### src/rtl/inst_fetch_unit.sv
// Instruction fetch stage: drives the ROM address, captures the returned word
// into a single IF/ID slot, and handles redirects, halt and stalls from decode.
module inst_fetch_unit #(
    parameter logic [31:0] RESET_PC = 32'h0000_0000,
    parameter logic [31:0] PC_STEP  = 32'd4
) (
    input  logic        clk,
    input  logic        rst_n,
    output logic [31:0] rom_pc,
    input  logic [31:0] rom_inst,
    output logic        id_valid,
    input  logic        id_ready,
    output logic [31:0] id_inst,
    output logic [31:0] id_pc,
    output logic [31:0] id_pc_plus4,
    input  logic        redirect_valid,
    input  logic [31:0] redirect_target,
    input  logic        halt,
    output logic        misalign_err,
    output logic [31:0] fetch_count,
    output logic [1:0]  dbg_state
);

    typedef enum logic [1:0] {
        S_BOOT  = 2'd0,
        S_FETCH = 2'd1,
        S_HALT  = 2'd2
    } state_t;

    state_t      state;
    state_t      state_nxt;
    logic [31:0] pc_reg;
    logic [31:0] pc_seq;
    logic [31:0] redirect_pc;
    logic        load;
    logic        consume;

    // IF/ID handshake: the slot transfers to decode on every clock edge where
    // id_valid and id_ready are both high. While id_valid=1 and id_ready=0 the
    // id_* fields hold. A redirect drops the slot without a transfer.
    assign consume     = id_valid && id_ready;
    assign load        = (state == S_FETCH) && !halt && !redirect_valid
                         && (!id_valid || id_ready);
    assign pc_seq      = pc_reg + PC_STEP;
    assign redirect_pc = {redirect_target[31:2], 2'b00};
    assign rom_pc      = pc_reg;
    assign dbg_state   = state;

    always_ff @(posedge clk or negedge rst_n) begin
        if (!rst_n) begin
            state <= S_BOOT;
        end else begin
            state <= state_nxt;
        end
    end

    // A redirect never moves the FSM into or out of halt; only halt's level does.
    always_comb begin
        state_nxt = state;
        case (state)
            S_BOOT:  state_nxt = S_FETCH;
            S_FETCH: if (halt && !redirect_valid) state_nxt = S_HALT;
            S_HALT:  if (!halt) state_nxt = S_FETCH;
            default: state_nxt = S_FETCH;
        endcase
    end

    always_ff @(posedge clk or negedge rst_n) begin
        if (!rst_n) begin
            pc_reg      <= RESET_PC;
            id_valid    <= 1'b0;
            id_inst     <= 32'd0;
            id_pc       <= 32'd0;
            id_pc_plus4 <= 32'd0;
            fetch_count <= 32'd0;
        end else if (redirect_valid) begin
            pc_reg   <= redirect_pc;
            id_valid <= 1'b0;
        end else if (load) begin
            pc_reg      <= pc_seq;
            id_valid    <= 1'b1;
            id_inst     <= rom_inst;
            id_pc       <= pc_reg;
            id_pc_plus4 <= pc_seq;
            fetch_count <= fetch_count + 32'd1;
        end else if (consume) begin
            id_valid <= 1'b0;
        end
    end

    always_ff @(posedge clk or negedge rst_n) begin
        if (!rst_n) begin
            misalign_err <= 1'b0;
        end else begin
            misalign_err <= redirect_valid && (redirect_target[1:0] != 2'b00);
        end
    end

endmodule

### config.mk
export PLATFORM = sky130hd
export DESIGN_NAME = inst_fetch_unit
export DESIGN_NICKNAME = d
export VERILOG_FILES = /design/src/rtl/inst_fetch_unit.sv
export SDC_FILE = /design/constraint.sdc
export NUM_CORES = 1
export LEC_CHECK = 0
export BUFFER_PORTS_ARGS = -buffer_cell sky130_fd_sc_hd__buf_2
export CAP_MARGIN = 20
export CORE_AREA = 2 2 117 119
export CTS_CLUSTER_DIAMETER = 30
export DETAILED_ROUTE_END_ITERATION = 12
export DIE_AREA = 0 0 119 121
export GPL_TIMING_DRIVEN = 0
export PLACE_DENSITY = 0.89
export SETUP_SLACK_MARGIN = 0.1
export SLEW_MARGIN = 15
export SYNTH_ARGS = -nofsm -noshare
export SYNTH_HDL_FRONTEND = slang
export SYNTH_SLANG_ARGS = --single-unit
### constraint.sdc
create_clock -name clk -period 4 [get_ports clk]
set_input_delay 0 -clock clk [delete_from_list [all_inputs] [get_ports clk]]
set_output_delay 0 -clock clk [all_outputs]
set_load 0.02 [all_outputs]
; Word-level counts from Yosys, hierarchy flattened
; Cells that the tools add are included.
[word_totals]
ff_bits = 164
out_inout_bits = 164
[classes]
n_reduce_logical = 15
n_mux = 8
n_addsub = 2
eq_ne = 4
bitwise = 1
[op_table]
columns = cell, n
row1 = two-way mux 32 bit, 2
row2 = "adder 32 x 1 -> 32 bit, second input constant", 1
row3 = "adder 32 x 3 -> 32 bit, second input constant", 1
row4 = logical AND 1 bit, 6
row5 = two-way mux 2 bit, 2
row6 = case mux 2 bit (2 select lines), 1
row7 = AND reduction 2 bit, 2
row8 = nonzero test 2 bit, 2
row9 = zero test 1 bit, 3
row10 = two-way mux 1 bit, 3
row11 = nonzero test 3 bit, 1
row12 = "== test 2 x 1 -> 1 bit, second input constant", 1
row13 = "== test 2 bit, second input constant", 1
row14 = "!= test 2 x 1 -> 1 bit, second input constant", 1
row15 = "!= test 2 bit, second input constant", 1
row16 = logical OR 1 bit, 1
row17 = inverter 1 bit, 1

; Logic depth before layout (Yosys ltp)
[depth]
depth_word = 6
depth_mapped = 7
ltp_nobuf = 6

; Worst setup path before layout
; OpenSTA, ideal clock, no wires.
[synth_path]
path_type = reg-to-reg
startpoint = register state[1] (netlist: dbg_state[1])
endpoint = register fetch_count[29]
setup_slack_ps = 1764
path_stages_with_launch = 7
setup_time_ps = 129
t_required_ps = 3871
t_arrival_ps = 2107
synth_period_minus_slack_ps = 2236
cell_sequence = dfrtp_1 -> or3b_1 -> or3_1 -> buf_6 -> nor4_4 -> nand4_1 -> xnor2_1
[synth_between]
elab_chain_cells = 5
[synth_lines]
columns = item, line
row1 = "start, declared", 30  ; state_t state;
row2 = "start signal, assigned", 53  ; state <= state_nxt;
row3 = == test 2 x 1 -> 1 bit, 42  ; assign load = (state == S_FETCH) && !halt && !redirect_valid
row4 = logical AND 1 bit (2 in a row), 42
row5 = logical AND 1 bit, 43  ; && (!id_valid || id_ready);
row6 = AND reduction 2 bit (no line), -
row7 = "end signal, assigned", 85  ; fetch_count <= fetch_count + 32'd1;
row8 = "end, declared", 20  ; output logic [31:0] fetch_count,
; No other way between the ends.
; A chain may end at the register's enable or synchronous reset.

; Final worst setup path
[layout_path]
startpoint = register state[1] (netlist: dbg_state[1])
endpoint = register id_pc[25]
[layout_between]
elab_chain_cells = 5
[layout_lines]
columns = item, line
row1 = == test 2 x 1 -> 1 bit, 42
row2 = logical AND 1 bit (2 in a row), 42
row3 = logical AND 1 bit, 43
row4 = AND reduction 2 bit (no line), -
row5 = "end signal, assigned", 83  ; id_pc <= pc_reg;
row6 = "end, declared", 14  ; output logic [31:0] id_pc,
; No other way between the ends.

==> impl_metrics.py <==
metrics = {
    "outcome": {
        "outcome": "finished clean",
    },
    "timing": {
        "drv_slew": 0,
        "relSlewSlack_pct": 26.4,
        "period_minus_slack_ns": 2.72,
        "setup_viol": 0,
        "clock_skew_ns": 0.00960,
        "worst_slew_pin_slew_ns": 1.10,
        "rsz0062_at_grt": "no",
        "finalHoldViolCount": 0,
        "fin_tns_setup_ns": 0,
        "period_share_pct": 67.9,
        "holdWs_ns": 0.0724,
        "timing.fmax_mhz": 368,
    },
    "final_layout": {
        "layout.area.seq_mm2": 0.00395,
        "area_growth_pct": 38.2,
        "fin_cells": 1274,
        "drive_gt1_share_pct": 24.2,
        "nNetsFinal": 1155,
        "fin_util_pct": 74.6,
        "nFillCells": 846,
        "multi_input_area_mm2": 0.00290,
    },
    "logic_synthesis": {
        "synthCells": 766,
        "ys_seq_area_share_pct": 55.9,
        "synth_ff_type": "dfrtp_1",
        "synth_xor_area_share_pct": 10.9,
        "synth.mux.area_fraction_pct": 0.142,
        "ys_types": 32,
        "synthArstFlopShare_pct": 100,
        "synth_top_family_by_area": "simple AND/OR/NAND/NOR gates",
        "postSynthAreaPerCell_um2": 9.23,
        "yosys.area_share.simple_pct": 24.7,
        "synth_seq_cells": 158,
        "yosysWarnings": 0,
        "netlist_area_mm2": 0.00707,
        "yosys.area_share.adder_pct": 0.354,
        "synth_compound_area_share_pct": 4.60,
        "synth-edff-count": 0,
    },
    "route": {
        "drc": 0,
        "antenna_left": 0,
        "first_iter_violations": 618,
        "wl_per_cell_um": 17.1,
        "via_per_inst": 5.37,
        "vias": 6839,
        "drt-pass1-iter-count": 5,
        "wirelength_um": 21700,
    },
    "worst_setup_path": {
        "rr_worst_depth": 6,
        "reg2reg_slack_ns": 1.28,
        "crit_fanout": 10,
        "slowest_delay_ns": 0.90,
        "cp_data_arrival_time_ns": 3.09,
        "crit-reg2reg-launch": "dbg_state[1]$_DFFE_PN0P_",
        "critical_path.cell_chain": "nor3b_1 > nand2_1 > nor2_1 > clkbuf_1 > nand2_1 > nand2_1",
        "cp.required_ns": 4.37,
        "crit_path_end_kind": "register",
        "path_delay_family": "simple AND/OR/NAND/NOR gates",
        "rr_endpoint": "id_pc[25]$_DFFE_PN0P_",
        "path_common_cell": "nand2_1",
        "cp_num_buf_inv": 1,
        "slowest_stage": "nor2_1",
        "cp-start-kind": "register",
        "path_class": "reg -> reg",
    },
    "grt": {
        "grt_overflow_total": 0,
        "grt_usage_pct": 30.3,
        "grt_start_max_net_pins": 106,
        "antenna_found_initial": 1,
        "grt_pass1_wl_um": 33800,
        "grt_pass1_vias": 6767,
    },
    "clocking": {
        "clock_path_buffers": 2,
        "h-tree-depth": 4,
        "cts.reportedPaths.clkPinSlew_ns": 0.06,
        "cts_made_buffers": 17,
        "clockRootBuffer": "clkbuf_16",
        "post_cts_resized": 0,
        "clkSinkCount": 158,
        "cts_tree": "built",
        "clock_latency_ns": 0.43,
        "cts_hold_buf": 67,
        "cts_setup_buffers": 0,
    },
    "die": {
        "dieArea_mm2": 0.0144,
        "rows": 42,
        "initial_core_util_pct": 54.0,
        "die_x_um": 119,
        "num_io_pins": 233,
        "fp.coreArea_mm2": 0.0131,
        "die_y_um": 121,
    },
    "placed_design": {
        "port_buffers": 226,
        "place_inst": 1174,
        "gp_congestion": 0.899,
        "dp_hpwl_um": 13800,
    },
    "power": {
        "power.density_mw_per_mm2": 509,
        "ir_drop_v": 0.000288,
        "power.leakage_nw": 4.89,
    },
    "run": {
        "drv_cap": 0,
    },
    "min_path": {
        "hp-class": "in -> async",
    },
}
## worst max-delay path by stage
stage | start | endpoint | slack (ns) | cells past startpoint
after global placement | rst_n | id_inst[0]$_DFFE_PN0P_ | 0.63 | 1
after detailed placement | dbg_state[1]$_DFFE_PN0P_ | id_inst[30]$_DFFE_PN0P_ | 1.44 | 6
final | dbg_state[1]$_DFFE_PN0P_ | id_pc[25]$_DFFE_PN0P_ | 1.28 | 6
after floorplan | dbg_state[1]$_DFFE_PN0P_ | fetch_count[29]$_DFFE_PN0P_ | 1.76 | 6
after CTS | dbg_state[1]$_DFFE_PN0P_ | id_pc[21]$_DFFE_PN0P_ | 1.35 | 6
after global routing | fetch_count[0]$_DFFE_PN0P_ | fetch_count[28]$_DFFE_PN0P_ | 1.22 | 6
## final cells by class
class,count,area share (%)
antenna,1,0.0256
buffer,50,2.23
clock buffer,21,4.61
clock inverter,11,1.69
inverter,4,0.154
multi-input combinational,559,29.7
sequential,158,40.5
tap,176,2.26
timing repair buffer,294,18.8
## power by group
group	total, W	internal, W	leakage (nW)	switching (W)
Combinational	0.00121	0.000420	2.60	0.000795
Sequential	0.00206	0.00186	2.01	0.000200
Clock	0.00170	0.00106	0.289	0.000641
## registers in the layout, summed over array words and instances (netlist names)
name	count
id_pc_plus4	30
fetch_count	32
dbg_state	2
misalign_err	1
id_pc	30
rom_pc	30
id_inst	32
id_valid	1
## through the flow
stage	power [W]	area (um^2)	setup slack (ns)
floorplan	0.00272	7090	1.76
global placement	0.00316	8440	0.633
global route	0.00519	9760	1.22
detailed placement	0.00320	8470	1.44
CTS	0.00494	9760	1.35
finish	0.00497	9760	1.28
## cells in the mapped netlist, drive strengths merged (2+ instances only)
master | count | area share, %
nor2 | 17 | 0.90
nor3 | 29 | 2.1
o21a | 2 | 0.21
and4 | 7 | 0.87
xor2 | 12 | 1.5
and3 | 14 | 1.2
ha | 2 | 0.35
inv | 4 | 0.21
and2 | 3 | 0.27
xnor2 | 76 | 9.4
nand4 | 16 | 1.4
o21ai | 61 | 4.3
dfrtp | 158 | 56
nand2 | 270 | 14
clkbuf | 42 | 2.2
nand3 | 25 | 1.8
buf | 8 | 0.85
nor4 | 7 | 0.83
nor2b | 3 | 0.27
## placed cells by master (no fill, tap or decap), types with 4 or more instances in the layout
| cell type | count |
|---|---|
| buf_4 | 6 |
| buf_2 | 225 |
| xor2_1 | 12 |
| conb_1 | 6 |
| bufinv_16 | 4 |
| dfrtp_1 | 158 |
| clkinvlp_4 | 4 |
| o21ai_0 | 61 |
| nand2_1 | 270 |
| and4_1 | 7 |
| clkbuf_1 | 45 |
| and3_1 | 14 |
| nor4_1 | 6 |
| dlygate4sd3_1 | 67 |
| xnor2_1 | 76 |
| nand3_1 | 25 |
| nor3_1 | 29 |
| nor2_1 | 17 |
| inv_1 | 4 |
| clkbuf_16 | 17 |
| nand4_1 | 16 |
## cells by family after synthesis
kind of cell    after synthesis
buf+inv                      54
other cells                   1
flops                       158
fa+ha+maj                     2
mux                           1
compound gates               64
simple gates                398
xor+xnor                     88
## metal layers
| layer | global-route usage (%) | up-vias | share of wire (%) |
|---|---|---|---|
| li1 | - | 3120 | - |
| met1 | 36.9 | 3241 | 39 |
| met2 | 50.5 | 385 | 49 |
| met3 | 6.53 | 93 | 8.0 |
| met4 | 16.7 | 0 | 4.7 |
| met5 | 0 | - | 0 |
(Power assumes the default switching activity.)
